$ cat src/rtl/dtc_pkg.sv
// -----------------------------------------------------------------------------
// dtc_pkg
// Shared definitions for the digital-to-time converter (DTC) and its helpers.
//   - dtc_state_t : FSM state encoding (IDLE, ARMED, COUNT, PULSE)
//   - CODE_W / COARSE_* / FINE_* : layout of the 12-bit delay word
//   - dtc_code_t  : packed view of the delay word {coarse, fine}
//   - dtc_pack    : builds a delay word from its coarse and fine fields
// -----------------------------------------------------------------------------
package dtc_pkg;

  localparam int CODE_W     = 12;
  localparam int COARSE_MSB = 11;
  localparam int COARSE_LSB = 4;
  localparam int FINE_MSB   = 3;

  localparam int COARSE_W = COARSE_MSB - COARSE_LSB + 1;
  localparam int FINE_W   = FINE_MSB + 1;

  typedef enum logic [1:0] {
    ST_IDLE  = 2'd0,
    ST_ARMED = 2'd1,
    ST_COUNT = 2'd2,
    ST_PULSE = 2'd3
  } dtc_state_t;

  typedef struct packed {
    logic [COARSE_W-1:0] coarse;
    logic [FINE_W-1:0]   fine;
  } dtc_code_t;

  function automatic logic [CODE_W-1:0] dtc_pack(input logic [COARSE_W-1:0] coarse,
                                                 input logic [FINE_W-1:0]   fine);
    dtc_code_t w_word;
    w_word.coarse = coarse;
    w_word.fine   = fine;
    return w_word;
  endfunction

endpackage

$ cat src/rtl/dtc_edge_detect.sv
// -----------------------------------------------------------------------------
// dtc_edge_detect
// Rising-edge detector for a signal that is already synchronous to clk.
// Shared between the DTC trigger input and the TDC front end.
//
// Ports:
//   clk      input   system clock
//   reset_n  input   asynchronous active-low reset (history register -> 0)
//   i_sig    input   synchronous level to watch
//   o_rise   output  high for the one cycle in which i_sig is high and was
//                    low in the previous cycle
// -----------------------------------------------------------------------------
module dtc_edge_detect (
  input  logic clk,
  input  logic reset_n,
  input  logic i_sig,
  output logic o_rise
);

  logic r_sig_d1;

  always_ff @(posedge clk or negedge reset_n) begin
    if (!reset_n) begin
      r_sig_d1 <= 1'b0;
    end else begin
      r_sig_d1 <= i_sig;
    end
  end

  // Combinational strobe so the FSM can act in the same cycle the edge appears.
  assign o_rise = i_sig & ~r_sig_d1;

endmodule

$ cat src/rtl/digital_to_time_converter.sv
// -----------------------------------------------------------------------------
// digital_to_time_converter
// Turns a delay word {coarse, fine} into a delayed one-shot edge. After a code
// is accepted the block arms; on the next trigger rising edge it waits
// max(coarse,1) clock cycles, then drives edge_out high for PULSE_W cycles with
// the latched fine tap presented on fine_sel for the external delay-line mux.
//
// Optional build macro:
//   DTC_AUTO_REARM_EN  when defined, PULSE returns to ARMED instead of IDLE and
//                      reuses the latched code; a code offered in the final
//                      PULSE cycle is accepted and replaces the latch.
//
// Ports:
//   clk         input   system clock
//   reset_n     input   asynchronous active-low reset
//   code        input   delay word; [11:4] coarse cycles, [3:0] fine tap
//   code_valid  input   code offered
//   code_ready  output  code can be accepted this cycle
//   trigger     input   synchronous reference event (rising edge starts timing)
//   edge_out    output  delayed edge, high for PULSE_W cycles
//   fine_sel    output  fine tap select, held between pulses
//   busy        output  high in ARMED, COUNT, PULSE
//   done        output  one-cycle pulse on the last PULSE cycle
//   overrun     output  sticky: trigger edge during COUNT/PULSE; cleared by
//                       the next accepted code
// -----------------------------------------------------------------------------
module digital_to_time_converter
  import dtc_pkg::*;
#(
  parameter int COARSE_BITS = COARSE_W,
  parameter int FINE_BITS   = FINE_W,
  parameter int PULSE_W     = 2
) (
  input  logic                             clk,
  input  logic                             reset_n,
  input  logic [COARSE_BITS+FINE_BITS-1:0] code,
  input  logic                             code_valid,
  output logic                             code_ready,
  input  logic                             trigger,
  output logic                             edge_out,
  output logic [FINE_BITS-1:0]             fine_sel,
  output logic                             busy,
  output logic                             done,
  output logic                             overrun
);

  localparam int PCNT_W = 4;

  localparam logic [COARSE_BITS-1:0] C_ONE        = COARSE_BITS'(1);
  localparam logic [PCNT_W-1:0]      C_PCNT_ONE   = PCNT_W'(1);
  localparam logic [PCNT_W-1:0]      C_PULSE_LAST = PCNT_W'(PULSE_W - 1);

  dtc_state_t             r_state;
  logic [COARSE_BITS-1:0] r_coarse;
  logic [FINE_BITS-1:0]   r_fine;
  logic [COARSE_BITS-1:0] r_cnt;
  logic [PCNT_W-1:0]      r_pcnt;
  logic                   r_edge_out;
  logic [FINE_BITS-1:0]   r_fine_sel;
  logic                   r_busy;
  logic                   r_done;
  logic                   r_overrun;

  logic                   w_rise;
  logic                   w_pulse_last;
  logic                   w_code_ready;
  logic                   w_accept;
  logic [COARSE_BITS-1:0] w_load;

  dtc_edge_detect u_trig_edge (
    .clk     (clk),
    .reset_n (reset_n),
    .i_sig   (trigger),
    .o_rise  (w_rise)
  );

  assign w_pulse_last = (r_state == ST_PULSE) && (r_pcnt == '0);

`ifdef DTC_AUTO_REARM_EN
  assign w_code_ready = (r_state == ST_IDLE) || w_pulse_last;
`else
  assign w_code_ready = (r_state == ST_IDLE);
`endif

  assign w_accept = code_valid & w_code_ready;

  // Remaining COUNT cycles once the edge is seen. Coarse 0 and 1 both need no
  // COUNT cycle: the edge is detected in the ARMED cycle and edge_out rises on
  // the next one.
  assign w_load = (r_coarse == '0) ? '0 : (r_coarse - C_ONE);

  always_ff @(posedge clk or negedge reset_n) begin
    if (!reset_n) begin
      r_state    <= ST_IDLE;
      r_coarse   <= '0;
      r_fine     <= '0;
      r_cnt      <= '0;
      r_pcnt     <= '0;
      r_edge_out <= 1'b0;
      r_fine_sel <= '0;
      r_busy     <= 1'b0;
      r_done     <= 1'b0;
      r_overrun  <= 1'b0;
    end else begin
      case (r_state)
        ST_IDLE: begin
          // Trigger edges here are deliberately ignored.
          if (w_accept) begin
            r_coarse  <= code[COARSE_BITS+FINE_BITS-1:FINE_BITS];
            r_fine    <= code[FINE_BITS-1:0];
            r_overrun <= 1'b0;
            r_busy    <= 1'b1;
            r_state   <= ST_ARMED;
          end
        end

        ST_ARMED: begin
          if (w_rise) begin
            if (w_load == '0) begin
              r_state    <= ST_PULSE;
              r_edge_out <= 1'b1;
              r_fine_sel <= r_fine;
              r_pcnt     <= C_PULSE_LAST;
              r_done     <= (C_PULSE_LAST == '0);
            end else begin
              r_cnt   <= w_load;
              r_state <= ST_COUNT;
            end
          end
        end

        ST_COUNT: begin
          if (w_rise) begin
            r_overrun <= 1'b1;
          end
          // Leaving on the decrement to zero keeps the rise at exactly
          // coarse cycles after detection; the counter never wraps.
          if (r_cnt == C_ONE) begin
            r_cnt      <= '0;
            r_state    <= ST_PULSE;
            r_edge_out <= 1'b1;
            r_fine_sel <= r_fine;
            r_pcnt     <= C_PULSE_LAST;
            r_done     <= (C_PULSE_LAST == '0);
          end else begin
            r_cnt <= r_cnt - C_ONE;
          end
        end

        ST_PULSE: begin
          if (w_rise) begin
            r_overrun <= 1'b1;
          end
          if (r_pcnt == '0) begin
            // fine_sel is left untouched so the mux input stays quiet.
            r_edge_out <= 1'b0;
            r_done     <= 1'b0;
`ifdef DTC_AUTO_REARM_EN
            r_state <= ST_ARMED;
            if (w_accept) begin
              r_coarse  <= code[COARSE_BITS+FINE_BITS-1:FINE_BITS];
              r_fine    <= code[FINE_BITS-1:0];
              r_overrun <= 1'b0;
            end
`else
            r_state <= ST_IDLE;
            r_busy  <= 1'b0;
`endif
          end else begin
            r_pcnt <= r_pcnt - C_PCNT_ONE;
            r_done <= (r_pcnt == C_PCNT_ONE);
          end
        end

        default: begin
          r_state <= ST_IDLE;
          r_busy  <= 1'b0;
        end
      endcase
    end
  end

  assign code_ready = w_code_ready;
  assign edge_out   = r_edge_out;
  assign fine_sel   = r_fine_sel;
  assign busy       = r_busy;
  assign done       = r_done;
  assign overrun    = r_overrun;

endmodule

$ cat config.mk
export PLATFORM = sky130hd
export DESIGN_NAME = digital_to_time_converter
export DESIGN_NICKNAME = d
export VERILOG_FILES = /design/src/rtl/dtc_pkg.sv /design/src/rtl/dtc_edge_detect.sv /design/src/rtl/digital_to_time_converter.sv
export SDC_FILE = /design/constraint.sdc
export NUM_CORES = 1
export LEC_CHECK = 0
export BUFFER_PORTS_ARGS = -buffer_cell sky130_fd_sc_hd__clkbuf_2
export CORE_ASPECT_RATIO = 1.1
export CORE_MARGIN = 3
export CORE_UTILIZATION = 35
export CTS_CLUSTER_DIAMETER = 120
export DETAILED_ROUTE_END_ITERATION = 16
export GPL_TIMING_DRIVEN = 0
export PLACE_DENSITY = 0.62
export SKIP_CTS_REPAIR_TIMING = 1
export SLEW_MARGIN = 15
export SYNTH_ARGS = -nofsm -noshare
export SYNTH_HDL_FRONTEND = slang
export SYNTH_HIERARCHICAL = 1
export SYNTH_SLANG_ARGS = --single-unit
$ cat constraint.sdc
create_clock -name clk -period 2.2 [get_ports clk]
set_input_delay 0.22 -clock clk [delete_from_list [all_inputs] [get_ports clk]]
set_output_delay 0.22 -clock clk [all_outputs]
set_load 0.01 [all_outputs]
# Yosys cells after proc, flatten, opt, wreduce, memory -nomap -nowiden
# Index checks and enable logic that the tools add are counted.
# classes
addsub	3
n_eq_ne	13
n_mux	35
bitwise	3
n_reduce_logical	18
# op_table
operator	count
8-bit two-way mux	4
4-bit two-way mux	7
8-bit logical NOT	2
8-bit one-hot mux with 2 select lines	1
8-bit by 1-bit subtractor with 8-bit output (second input constant)	2
1-bit two-way mux	12
4-bit one-hot mux with 3 select lines	1
4-bit AND reduction	3
5-bit AND reduction	2
3-bit AND reduction	3
8-bit by 1-bit equality test with 1-bit output (second input constant)	1
2-bit two-way mux	4
2-bit by 1-bit inequality test with 1-bit output (second input constant)	4
2-bit inequality test (second input constant)	4
2-bit one-hot mux with 4 select lines	1
4-bit one-hot mux with 2 select lines	1
1-bit one-hot mux with 3 select lines	2
2-bit nonzero test	3
2-bit equality test (second input constant)	2
4-bit by 1-bit equality test with 1-bit output (second input constant)	1
4-bit logical NOT	1
1-bit one-hot mux with 2 select lines	2
4-bit by 1-bit subtractor with 4-bit output (second input constant)	1
3-bit nonzero test	1
other kinds (6)	7
# totals
ff_bits	35
inputBits	16
output_inout_bits	9
word_cells	83

# Longest topological paths before layout
# Gate-level depths: netlist (run 1).
# depth
ltp_word	6
ltp_mapped	10
ltp_nobuf	8

# By module
# The synthesis (run 1) kept the hierarchy.
# by_module_without_submodules
mod	n_inst	cells_each	area_each_um2	seq_area_each_um2
digital_to_time_converter	1	218	2122.0	850.8
dtc_edge_detect	1	2	38.8	25.0

# Least setup slack after synthesis (run 1)
# OpenSTA, ideal clock, no wires.
# synth_path
path_type	register to register
start	register r_coarse[0]
end	register r_fine_sel[0] (netlist: fine_sel[0])
setup_time_ns	0.125
arrival_time_ns	2.291
t_required_ns	2.075
slack_ns	-0.216
path_stages_with_launch	10
n_path_buf	1
period_less_slack_ns	2.416
cell_sequence	dfrtp_1 inv_1 ha_1 clkbuf_1 nor4b_1 a22oi_1 o211ai_1 nand3_1 a21oi_2 mux2_2
# synth_via
elab_chain_cells	5
word_cells_on_any_way	6
cone_classes	1 x add/sub; 1 x eq/ne; 1 x mux; 3 x reduce/logical
# synth_rtl
element	line	source
start, declared	digital_to_time_converter.sv:54	logic [COARSE_BITS-1:0] r_coarse;
start signal, assigned	digital_to_time_converter.sv:109	r_coarse <= code[COARSE_BITS+FINE_BITS-1:FINE_BITS];
8-bit by 1-bit subtractor with 8-bit output or 8-bit logical NOT (tied branches)	digital_to_time_converter.sv:90	assign w_load = (r_coarse == '0) ? '0 : (r_coarse - C_ONE);
8-bit two-way mux *	digital_to_time_converter.sv:90	
8-bit logical NOT *	digital_to_time_converter.sv:119	if (w_load == '0) begin
2-bit inequality test (no line) *	n/a	
4-bit AND reduction (no line) *	n/a	
end signal, assigned	digital_to_time_converter.sv:122	r_fine_sel <= r_fine;
end signal, assigned	digital_to_time_converter.sv:142	r_fine_sel <= r_fine;
end, declared	digital_to_time_converter.sv:59	logic [FINE_BITS-1:0] r_fine_sel;
# Every way passes the cells marked *; elsewhere a longest branch is shown, timed or not.
# A chain may end at the register's enable or synchronous reset.

# Worst setup path after layout (run 1)
# layout_path
start	register r_coarse[2]
end	register r_pcnt[0]
# layout_via
elab_chain_cells	5
word_cells_on_any_way	6
cone_classes	1 x add/sub; 1 x eq/ne; 1 x mux; 3 x reduce/logical
# layout_rtl
element	line	source
8-bit by 1-bit subtractor with 8-bit output or 8-bit logical NOT (tied branches)	digital_to_time_converter.sv:90	
8-bit two-way mux *	digital_to_time_converter.sv:90	
8-bit logical NOT *	digital_to_time_converter.sv:119	
2-bit inequality test (no line) *	n/a	
5-bit AND reduction (no line) *	n/a	
end signal, assigned	digital_to_time_converter.sv:170	r_pcnt <= r_pcnt - C_PCNT_ONE;
end, declared	digital_to_time_converter.sv:57	logic [PCNT_W-1:0] r_pcnt;
# Marks and branches as above.

==> metrics.txt, run 1 <==
outcome=complete, but fails checks; failing checks=setup timing; Max rail drop VDD=0.759 mV; Die X-Extent=80.9 um; Yosys reg bits=35; worst setup path endpoint=r_pcnt[0]; Worst R2R Setup Slack=-210 ps; Placer Congestion=0.811; crit path cell chain=buf_6 > or4_4 > o32ai_4 > a21boi_2 > or3_4 > mux2_2; kind of start point of the critical path=flip-flop; number of DRC markers in iteration 0=125; Port Buffers=24; CP required=2380 ps; Layout Skew=6.17 ps; static leakage=1.19 nW; GRT overflow=0; non-filler cells, final=342; Setup WS pre-CTS=-515 ps; post-synth top area cell=dfrtp_1; H-tree levels=2; CTS Buffer Depth=2; antenna violations before repair=0; Rows=29; clock root buffer=clkbuf_8; DR WL/cell=13.7 um; Initial Util=0.368; Avg Cell Area, Syn=9.82 um2; CP Launch Point=r_coarse[2]; Netlist Area Pre-Place=0.00216 mm2; Final Max Slew Viols=0; Placed Area=0.00242 mm2; Reg clk slew, reported paths=80 ps; fmax=0.415 GHz; r2r worst-path depth=6; relative slew slack=0.417; Area Growth Syn to Fin=29.0%; Min-Delay Path Class=in2async; Via density=5.19; crit path max fanout=7; share of layout cells above drive strength 1=0.400; syn nets=247; DR pass1 iterations=4; RSZ-0062 raised after global routing=true; DP Cell Count=321; Clk Latency, worst-skew pair=290 ps; vias in the first global route=1598; DP HPWL=3280 um; Hold Fails Final Rpt=0; multi-input logic area=0.00134 mm2; Power Density=1700 mW/mm2; register area=878 um2; top-area cell type share of the netlist area=0.405; # IOs=25; Final period util=1.10; FFs w/ async S/R, synth=1.00; Max Cap Viol=0; critical path class=reg2reg; Via Count=1775; Antenna Nets Post-Route=0; critical path arrival=2590 ps; Worst R2R End=r_pcnt[0]; Fillers=576; global-route wire length before repair=7600 um; Tightest Pin Transition=874 ps; fin nets=291; # setup viols final=15; synth unique cells=55; Remaining DRCs=0; Die Area=0.00715 mm2; pin count of the biggest net entering global routing=36; post-route cell area=0.00279 mm2; CORE AREA=0.00588 mm2; CP endpoint kind=flip-flop; Main synth FF type=dfrtp_1; Core Util, Final=0.474; gr usage total=0.135; Yosys Warn Count=6; CTS tree=built; min cycle time layout=2410 ps; setup slack after layout=-212 ps; post-synthesis sequential area ratio=0.405; slowest CP cell=or4_4; total CTS buffers=5; r2r startpoint=r_coarse[2]; cell count after synthesis=220; Tot Pwr=4.74 mW; diode count=0; top cells by area, synth=dfrtp_1, mux2_2, ha_1, o21ai_0, nand2_1; CTS Sinks=35; final WL=4680 um; Post-synth EDFFs=0; overall die height=88.4 um; CP peak stage delay=580 ps
Yosys cell counts, types with 2 or more instances:
cell      instances
o22ai_1           6
nand2b_1          3
o211ai_1          3
mux2_2           17
o21ai_0          17
nor3b_1           2
a31oi_1           2
xnor2_1           3
a22o_1            2
or3_1             2
and3_1            2
buf_2             2
nor2b_1           2
nor4_1            2
nor2_1           19
nor3_1            7
nand3_1           3
ha_1             11
dfrtp_1          35
inv_1            12
a21oi_1           8
or4_4             2
clkbuf_1          4
nand2_1          22
nand4b_1          2
power by group:
group | switching, mW | internal (mW)
clock network | 0.250 | 0.452
logic | 1.42 | 1.36
registers | 0.302 | 0.958
total | 1.97 | 2.77
state kept, by name (all words and copies together) (netlist names):
| name | count |
|---|---|
| r_cnt | 8 |
| r_coarse | 8 |
| fine_sel | 4 |
| r_fine | 4 |
| r_pcnt | 4 |
| r_state | 2 |
| busy | 1 |
| done | 1 |
| edge_out | 1 |
| overrun | 1 |
| u_trig_edge/r_sig_d1 | 1 |
kinds of logic after synthesis:
group | count (synthesis) | synth area share
adder cells (fa/ha/maj) | 11 | 0.0637
XOR/XNOR | 4 | 0.0162
multiplexers | 18 | 0.0932
AND/OR/NAND/NOR | 78 | 0.197
AO/OA/AOI/OAI | 54 | 0.183
flip-flops | 35 | 0.405
buffers and inverters | 20 | 0.0411
stage by stage:
stage | hold WS, ps | setup TNS [ps]
after CTS | 49.8 | -5560
after global routing | 59.0 | -4300
final | 30.3 | -2370
after floorplan | -75.6 | -803
after detailed placement | 355 | -5240
after global placement | 353 | -4560
worst min-delay path by stage:
stage          depth (start not counted)    start              endpoint  slack, ps
4_1_cts                                1  trigger  u_trig_edge/r_sig_d1         50
2_1_floorplan                          0  reset_n                  busy        -80
6_report                               1  reset_n             r_pcnt[1]         30
5_1_grt                                1  trigger  u_trig_edge/r_sig_d1         60
3_3_place_gp                           1  trigger  u_trig_edge/r_sig_d1        350
3_5_place_dp                           1  trigger  u_trig_edge/r_sig_d1        350
metal layers:
| layer | wire [um] | GRT usage | share of wire |
|---|---|---|---|
| met3 | 133 | 0.0224 | 0.028 |
| met5 | 0 | 0 | 0 |
| met2 | 2180 | 0.205 | 0.47 |
| met1 | 2310 | 0.194 | 0.49 |
| met4 | 57 | 0.0461 | 0.012 |
critical path: cells and delay by family, from the launching register on:
kind	cells	cell delay [ps]
AND/OR/NAND/NOR	2	980
AO/OA/AOI/OAI	2	560
flip-flops	1	370
multiplexers	1	260
buffers and inverters	1	130
cell usage in the layout (no fill, tap or decap), types with 3 or more instances in the layout:
cell type,count
a21oi_1,8
o22ai_1,4
clkbuf_8,5
mux2_4,4
buf_4,14
ha_1,10
inv_1,10
clkbuf_2,24
nor3_1,6
nor2_1,19
mux2_2,13
o21ai_0,8
dfrtp_1,33
o21ai_2,5
buf_6,5
nand2b_1,3
o21ai_1,4
xnor2_1,3
nand2_1,21
o211ai_1,3
cell type report:
cell class,instances,share of cell area
clock inverters,3,0.0242
inverters,12,0.0162
multi-input cells,165,0.482
plain buffers,6,0.0175
clock buffers,5,0.0247
repair buffers,39,0.0862
flip-flops and latches,35,0.315
well taps,77,0.0346
Power figures use the tool's default switching activity.
==> run 2, diff against run 1 <==
ABC_AREA = 1   (was unset)
==> metrics.txt, run 2 <==
Via density=4.65 (-10%); # setup viols final=0 (-15); setup_tns=0 ps (+2370 ps); DR WL/cell=11.7 um (-14%); most frequent cell on the critical path=nand2_1; DP HPWL=3330 um (+1.8%); CTS Buffer Depth=2 (unchanged); top flop regs=r_cnt: 8 flops, r_coarse: 8 flops; Post-synth EDFFs=0 (unchanged); Rows=29 (unchanged); Power Density=1530 mW/mm2 (-10%); Max rail drop VDD=0.702 mV (-7.5%); Port Buffers=24 (unchanged); CP peak stage delay=440 ps (-140 ps); kind of start point of the critical path=flip-flop; post-synthesis sequential area ratio=0.399 (-0.00624); critical path class=reg2reg; most frequent cells in the layout=nand2_1, inv_1, dfrtp_1; Yosys Warn Count=6 (unchanged); antenna violations before repair=0 (unchanged); worst path buffer plus inverter count=5 (+4); Avg Cell Area, Syn=7.81 um2 (-20%); CP required=2400 ps (+20 ps); static leakage=1.30 nW (+9.6%); family with the most delay on the worst path=buffers and inverters; Area Growth Syn to Fin=16.2%; switch share=0.473 (+0.0578); count leader, synth=nand2_1; Die X-Extent=81.5 um (+0.72%); Reg clk slew, reported paths=70 ps (about the same); DP Cell Count=382 (+19%); share of power burned in registers=0.293 (+0.027); Via Count=1824 (+2.8%); CORE AREA=0.00591 mm2 (+0.62%); pin count of the biggest net entering global routing=36 (unchanged); overall die height=89.1 um (+0.72%); CP endpoint kind=flip-flop; cell count after synthesis=281 (+28%); Gate power share=0.573 (-0.013); Remaining DRCs=0 (unchanged); total CTS buffers=5 (unchanged); Fillers=605 (+5.0%); DR pass1 iterations=4 (unchanged); gr usage total=0.137 (+0.00201); Final period util=0.889 (-0.207); Netlist Area Pre-Place=0.00219 mm2 (+1.6%); diode count=0 (unchanged); Placer Congestion=0.823 (+1.4%); clock root buffer=clkbuf_8; Initial Util=0.371 (+0.00346); share of layout cells above drive strength 1=0.241 (-0.159); Layout Skew=4.59 ps (-1.58 ps); Clock power frac=0.134 (-0.014); global-route wire length before repair=7780 um (+2.5%); commonest cells in the synthesized netlist=nand2_1, inv_1, dfrtp_1; post-synth top area cell=dfrtp_1; Main synth FF type=dfrtp_1; fin nets=341 (+17%); crit path cell chain=inv_1 > ha_4 > clkinvlp_4 > a31oi_4 > inv_2 > nand2_1 > inv_1 > nand2_1 > inv_1 > nand2_1 > nand2_1 > o21ai_0; Tightest Pin Transition=897 ps (+23.2 ps); CTS Sinks=35 (unchanged); Final Max Slew Viols=0 (unchanged); top-area cell type share of the netlist area=0.399 (-0.00624); top cells by area, synth=dfrtp_1, nand2_1, inv_1, ha_1, nand3_1; GRT overflow=0 (unchanged); FFs w/ async S/R, synth=1.00 (unchanged); Clk Latency, worst-skew pair=290 ps (about the same); vias in the first global route=1754 (+9.8%); syn nets=308 (+25%); commonest non-fill, non-tap cell in the layout=nand2_1; cell internal pwr=2.05 mW (-26%); NetSw=1.84 mW (-6.5%); Fin Hold WS=44.5 ps (+14.1 ps); Yosys reg bits=35 (unchanged); outcome=completed; critical path arrival=2160 ps (-430 ps); H-tree levels=2 (unchanged); final WL=4590 um (-1.9%); Hold Fails Final Rpt=0 (unchanged); crit path max fanout=7 (unchanged); Max Cap Viol=0 (unchanged); RSZ-0062 raised after global routing=false; relative slew slack=0.402 (-0.0154); CTS tree=built; synth unique cells=30 (-45%); number of DRC markers in iteration 0=109 (-13%); slowest CP cell=dfrtp_1; Min-Delay Path Class=in2async; fmax=0.511 GHz (+23%); Die Area=0.00726 mm2 (+1.5%); # IOs=25 (unchanged); Antenna Nets Post-Route=0 (unchanged); min cycle time layout=1960 ps (-456 ps); non-filler cells, final=392 (+15%)
run 2: cell count changes in the layout (fill, tap and decap cells not counted), moves of 8 or more:
cell and change:
buf_4 -12, nand2_2 +9, a21oi_1 +8, inv_1 +29, nand2_1 +31, mux2_2 -13, nand3_1 +22, nor2_1 +10
run 2: power by group through the flow:
stage	Combinational, mW	Clock (mW)	Sequential (mW)
4_1_cts	2.18	0.546	1.14
3_5_place_dp	2.16	0	1.15
6_report	2.23	0.523	1.14
3_3_place_gp	2.14	0	1.14
2_1_floorplan	1.69	0	1.13
5_1_grt	2.55	0.563	1.18
run 2: kinds of logic after synthesis:
kind of cell               Yosys count  share of synthesized area
and+or+nand+nor                    137                      0.311
buffers and inverters               50                     0.0906
AOI/OAI and AO/OA                   41                      0.108
DFF                                 35                      0.399
adders and majority gates           11                     0.0627
xor gates and xnor gates             7                     0.0279
run 2: final timing paths:
path	start	end	slack (ps)	cells after the start
worst max-delay path	r_state[0]	r_state[0]	240	12
worst min-delay path	reset_n	r_cnt[0]	40	1
worst max register to register	r_state[0]	r_state[0]	240	12
worst min register to register	edge_out	edge_out	480	2
max in group asynchronous	reset_n	u_trig_edge/r_sig_d1	1590	1
min in group clk	trigger	u_trig_edge/r_sig_d1	50	1
run 2: cell type report:
class                           instances  area [um2]  area share
Sequential cell                        35         876       0.343
Timing Repair Buffer                   26         135      0.0530
Clock buffer                            8         100      0.0392
Tap cell                               77        96.3      0.0378
Buffer                                  3        22.5     0.00883
Inverter                               47         180      0.0706
Multi-Input combinational cell        196        1140       0.447
run 2: worst register-to-register path: stages, from the launching register on:
cell and delay, ps:
dfrtp_1 440, inv_1 160, ha_4 220, clkinvlp_4 170, a31oi_4 240, inv_2 90, nand2_1 140, inv_1 60
nand2_1 120, inv_1 50, nand2_1 60, nand2_1 40, o21ai_0 80
run 2: metrics by stage:
step	power, mW	setup slack (ps)	area (um2)	utilization
6_report	3.89	244	2550	0.431
5_1_grt	4.29	43.5	2550	0.431
4_1_cts	3.86	49.5	2510	0.425
3_5_place_dp	3.31	71.6	2410	0.408
3_3_place_gp	3.28	117	2410	0.408
2_1_floorplan	2.83	502	2190	-
run 2: routing by layer:
metal / part of all wire / up-vias / track usage
met1: 0.47 / 844 / 0.176
met2: 0.49 / 22 / 0.226
met3: 0.031 / 5 / 0.0323
met5: 0 / - / 0
li1: - / 953 / -
met4: 0.0070 / 0 / 0.0445
==> run 3, diff against run 2 <==
SETUP_SLACK_MARGIN = 0.4   (was unset)
==> metrics.txt, run 3 (synthesis gave the netlist of run 2 again) <==
gr usage total=0.137 (unchanged); Worst R2R Setup Slack=390 ps (+150 ps); CP peak stage delay=400 ps (-40 ps); H-tree levels=2 (unchanged); slowest CP cell=dfrtp_1; RSZ-0062 raised after global routing=true; post-route cell area=0.00275 mm2 (+7.9%); Layout Skew=5.79 ps (+1.20 ps); Placed Area=0.00241 mm2 (unchanged); fin nets=352 (+3.2%); Tot Pwr=4.26 mW (+9.5%); Worst R2R End=r_cnt[1]; global-route wire length before repair=7780 um (unchanged); critical path arrival=1990 ps (-170 ps); static leakage=1.37 nW (+5.0%); switch share=0.471 (-0.00193); Die Area=0.00726 mm2 (unchanged); gr busiest metal=met2; share of power burned in registers=0.270 (-0.023); met1 Resource Use GR=0.176 (unchanged); DR pass1 iterations=4 (unchanged); # IOs=25 (unchanged); CTS Buffer Depth=2 (unchanged); setup slack after layout=392 ps (+147 ps); met2 usage=0.226 (unchanged); # setup viols final=0 (unchanged); Tightest Pin Transition=919 ps (+21.7 ps); Area Growth Syn to Fin=25.4%; Antenna Nets Post-Route=0 (unchanged); Min-Delay Path Class=in2async; Power Density=1550 mW/mm2 (+1.4%); critical path class=reg2reg; Port Buffers=24 (unchanged); register area=878 um2 (+0.29%); CORE AREA=0.00591 mm2 (unchanged); Via density=4.71 (+1.3%); CP endpoint kind=flip-flop; Die X-Extent=81.5 um (unchanged); r2r startpoint=r_coarse[1]; most frequent cells in the layout=nand2_1, inv_1, dfrtp_1; final WL=4860 um (+6.0%); Hold Fails Final Rpt=0 (unchanged); Final period util=0.822 (-0.0670); min cycle time layout=1810 ps (-147 ps); CP required=2380 ps (-20 ps); Max Cap Viol=0 (unchanged); Placer Congestion=0.823 (unchanged); outcome=completed; Fillers=579 (-4.3%); Remaining DRCs=0 (unchanged); Max rail drop VDD=0.656 mV (-6.6%); Initial Util=0.371 (unchanged); DR WL/cell=12.1 um (+3.1%); DP HPWL=3330 um (unchanged); total CTS buffers=5 (unchanged); relative slew slack=0.387 (-0.0145); fmax=0.553 GHz (+8.1%); vias in the first global route=1754 (unchanged); clock root buffer=clkbuf_8; number of DRC markers in iteration 0=116 (+6.4%); kind of start point of the critical path=flip-flop; commonest non-fill, non-tap cell in the layout=nand2_1; NetSw=2.01 mW (+9.0%); Gate power share=0.607 (+0.034); Final Max Slew Viols=0 (unchanged); Clock power frac=0.124 (-0.010); Setup WS pre-CTS=71.6 ps (unchanged); CTS tree=built; Reg clk slew, reported paths=70 ps (about the same); CTS Sinks=35 (unchanged); Fin Hold WS=41.7 ps (-2.81 ps); crit path cell chain=inv_2 > ha_4 > inv_1 > nor2_4 > nand2_4 > nand3_2 > nand2_2 > nor2_4 > nand4_4 > nand2_4 > buf_12 > o21ai_1; Via Count=1900 (+4.2%); top flop regs=r_cnt: 8 flops, r_coarse: 8 flops; setup_tns=0 ps (unchanged); met3 usage=0.0323 (unchanged); r2r worst-path depth=12 (unchanged); Clk Latency, worst-skew pair=290 ps (about the same); overall die height=89.1 um (unchanged); pin count of the biggest net entering global routing=36 (unchanged); Rows=29 (unchanged); multi-input logic area=0.00126 mm2 (+11%); crit path max fanout=10 (+3); diode count=0 (unchanged); GRT overflow=0 (unchanged); cell internal pwr=2.25 mW (+9.9%); antenna violations before repair=0 (unchanged); share of layout cells above drive strength 1=0.325 (+0.0839)
## run 3: cell types whose count changed in the layout (fill, tap and decap cells not counted), moves of 3 or more
cell	previous run	this run
buf_4	2	11
ha_1	10	7
inv_1	39	35
nand2_1	52	48
nand3_1	24	21
nand2_2	10	13
inv_2	7	10
## run 3: metal layers
layer	share of wire	vias to the layer above
met4	0.011	0
met5	0	-
li1	-	980
met3	0.028	6
met2	0.50	24
met1	0.46	890
## run 3: per-stage QoR
stage | cells | utilization
2_1_floorplan | 281 | -
3_3_place_gp | 382 | 0.408
3_5_place_dp | 382 | 0.408
4_1_cts | 390 | 0.425
5_1_grt | 403 | 0.465
6_report | 403 | 0.465
## run 3: layout make-up
| class | instances | area share |
|---|---|---|
| inverters | 47 | 0.0664 |
| plain buffers | 3 | 0.0105 |
| multi-input cells | 198 | 0.459 |
| flip-flops and latches | 35 | 0.319 |
| well taps | 77 | 0.0350 |
| clock buffers | 8 | 0.0364 |
| repair buffers | 35 | 0.0736 |
## run 3: worst max-delay path: cells and delay by family, from the launching register on
| family | cells | cell delay, ps |
|---|---|---|
| AOI/OAI and AO/OA | 1 | 60 |
| adders and majority gates | 1 | 120 |
| buffers and inverters | 3 | 280 |
| DFF | 1 | 400 |
| and+or+nand+nor | 7 | 840 |
## run 3: worst max-delay path by stage
stage / start / end / slack (ps) / cells past startpoint
after global placement: r_state[0] / fine_sel[1] / 120 / 11
after CTS: r_state[0] / r_state[0] / 50 / 12
final: r_coarse[1] / r_cnt[1] / 390 / 12
after global routing: r_coarse[1] / r_cnt[1] / 270 / 12
after floorplan: r_state[0] / r_state[0] / 500 / 12
after detailed placement: r_state[0] / r_state[0] / 70 / 12
## run 3: power groups by stage
stage / Clock, mW / Combinational [mW] / Sequential (mW)
2_1_floorplan: 0 / 1.69 / 1.13
3_3_place_gp: 0 / 2.14 / 1.14
3_5_place_dp: 0 / 2.16 / 1.15
4_1_cts: 0.546 / 2.18 / 1.14
5_1_grt: 0.563 / 2.91 / 1.18
6_report: 0.527 / 2.58 / 1.15
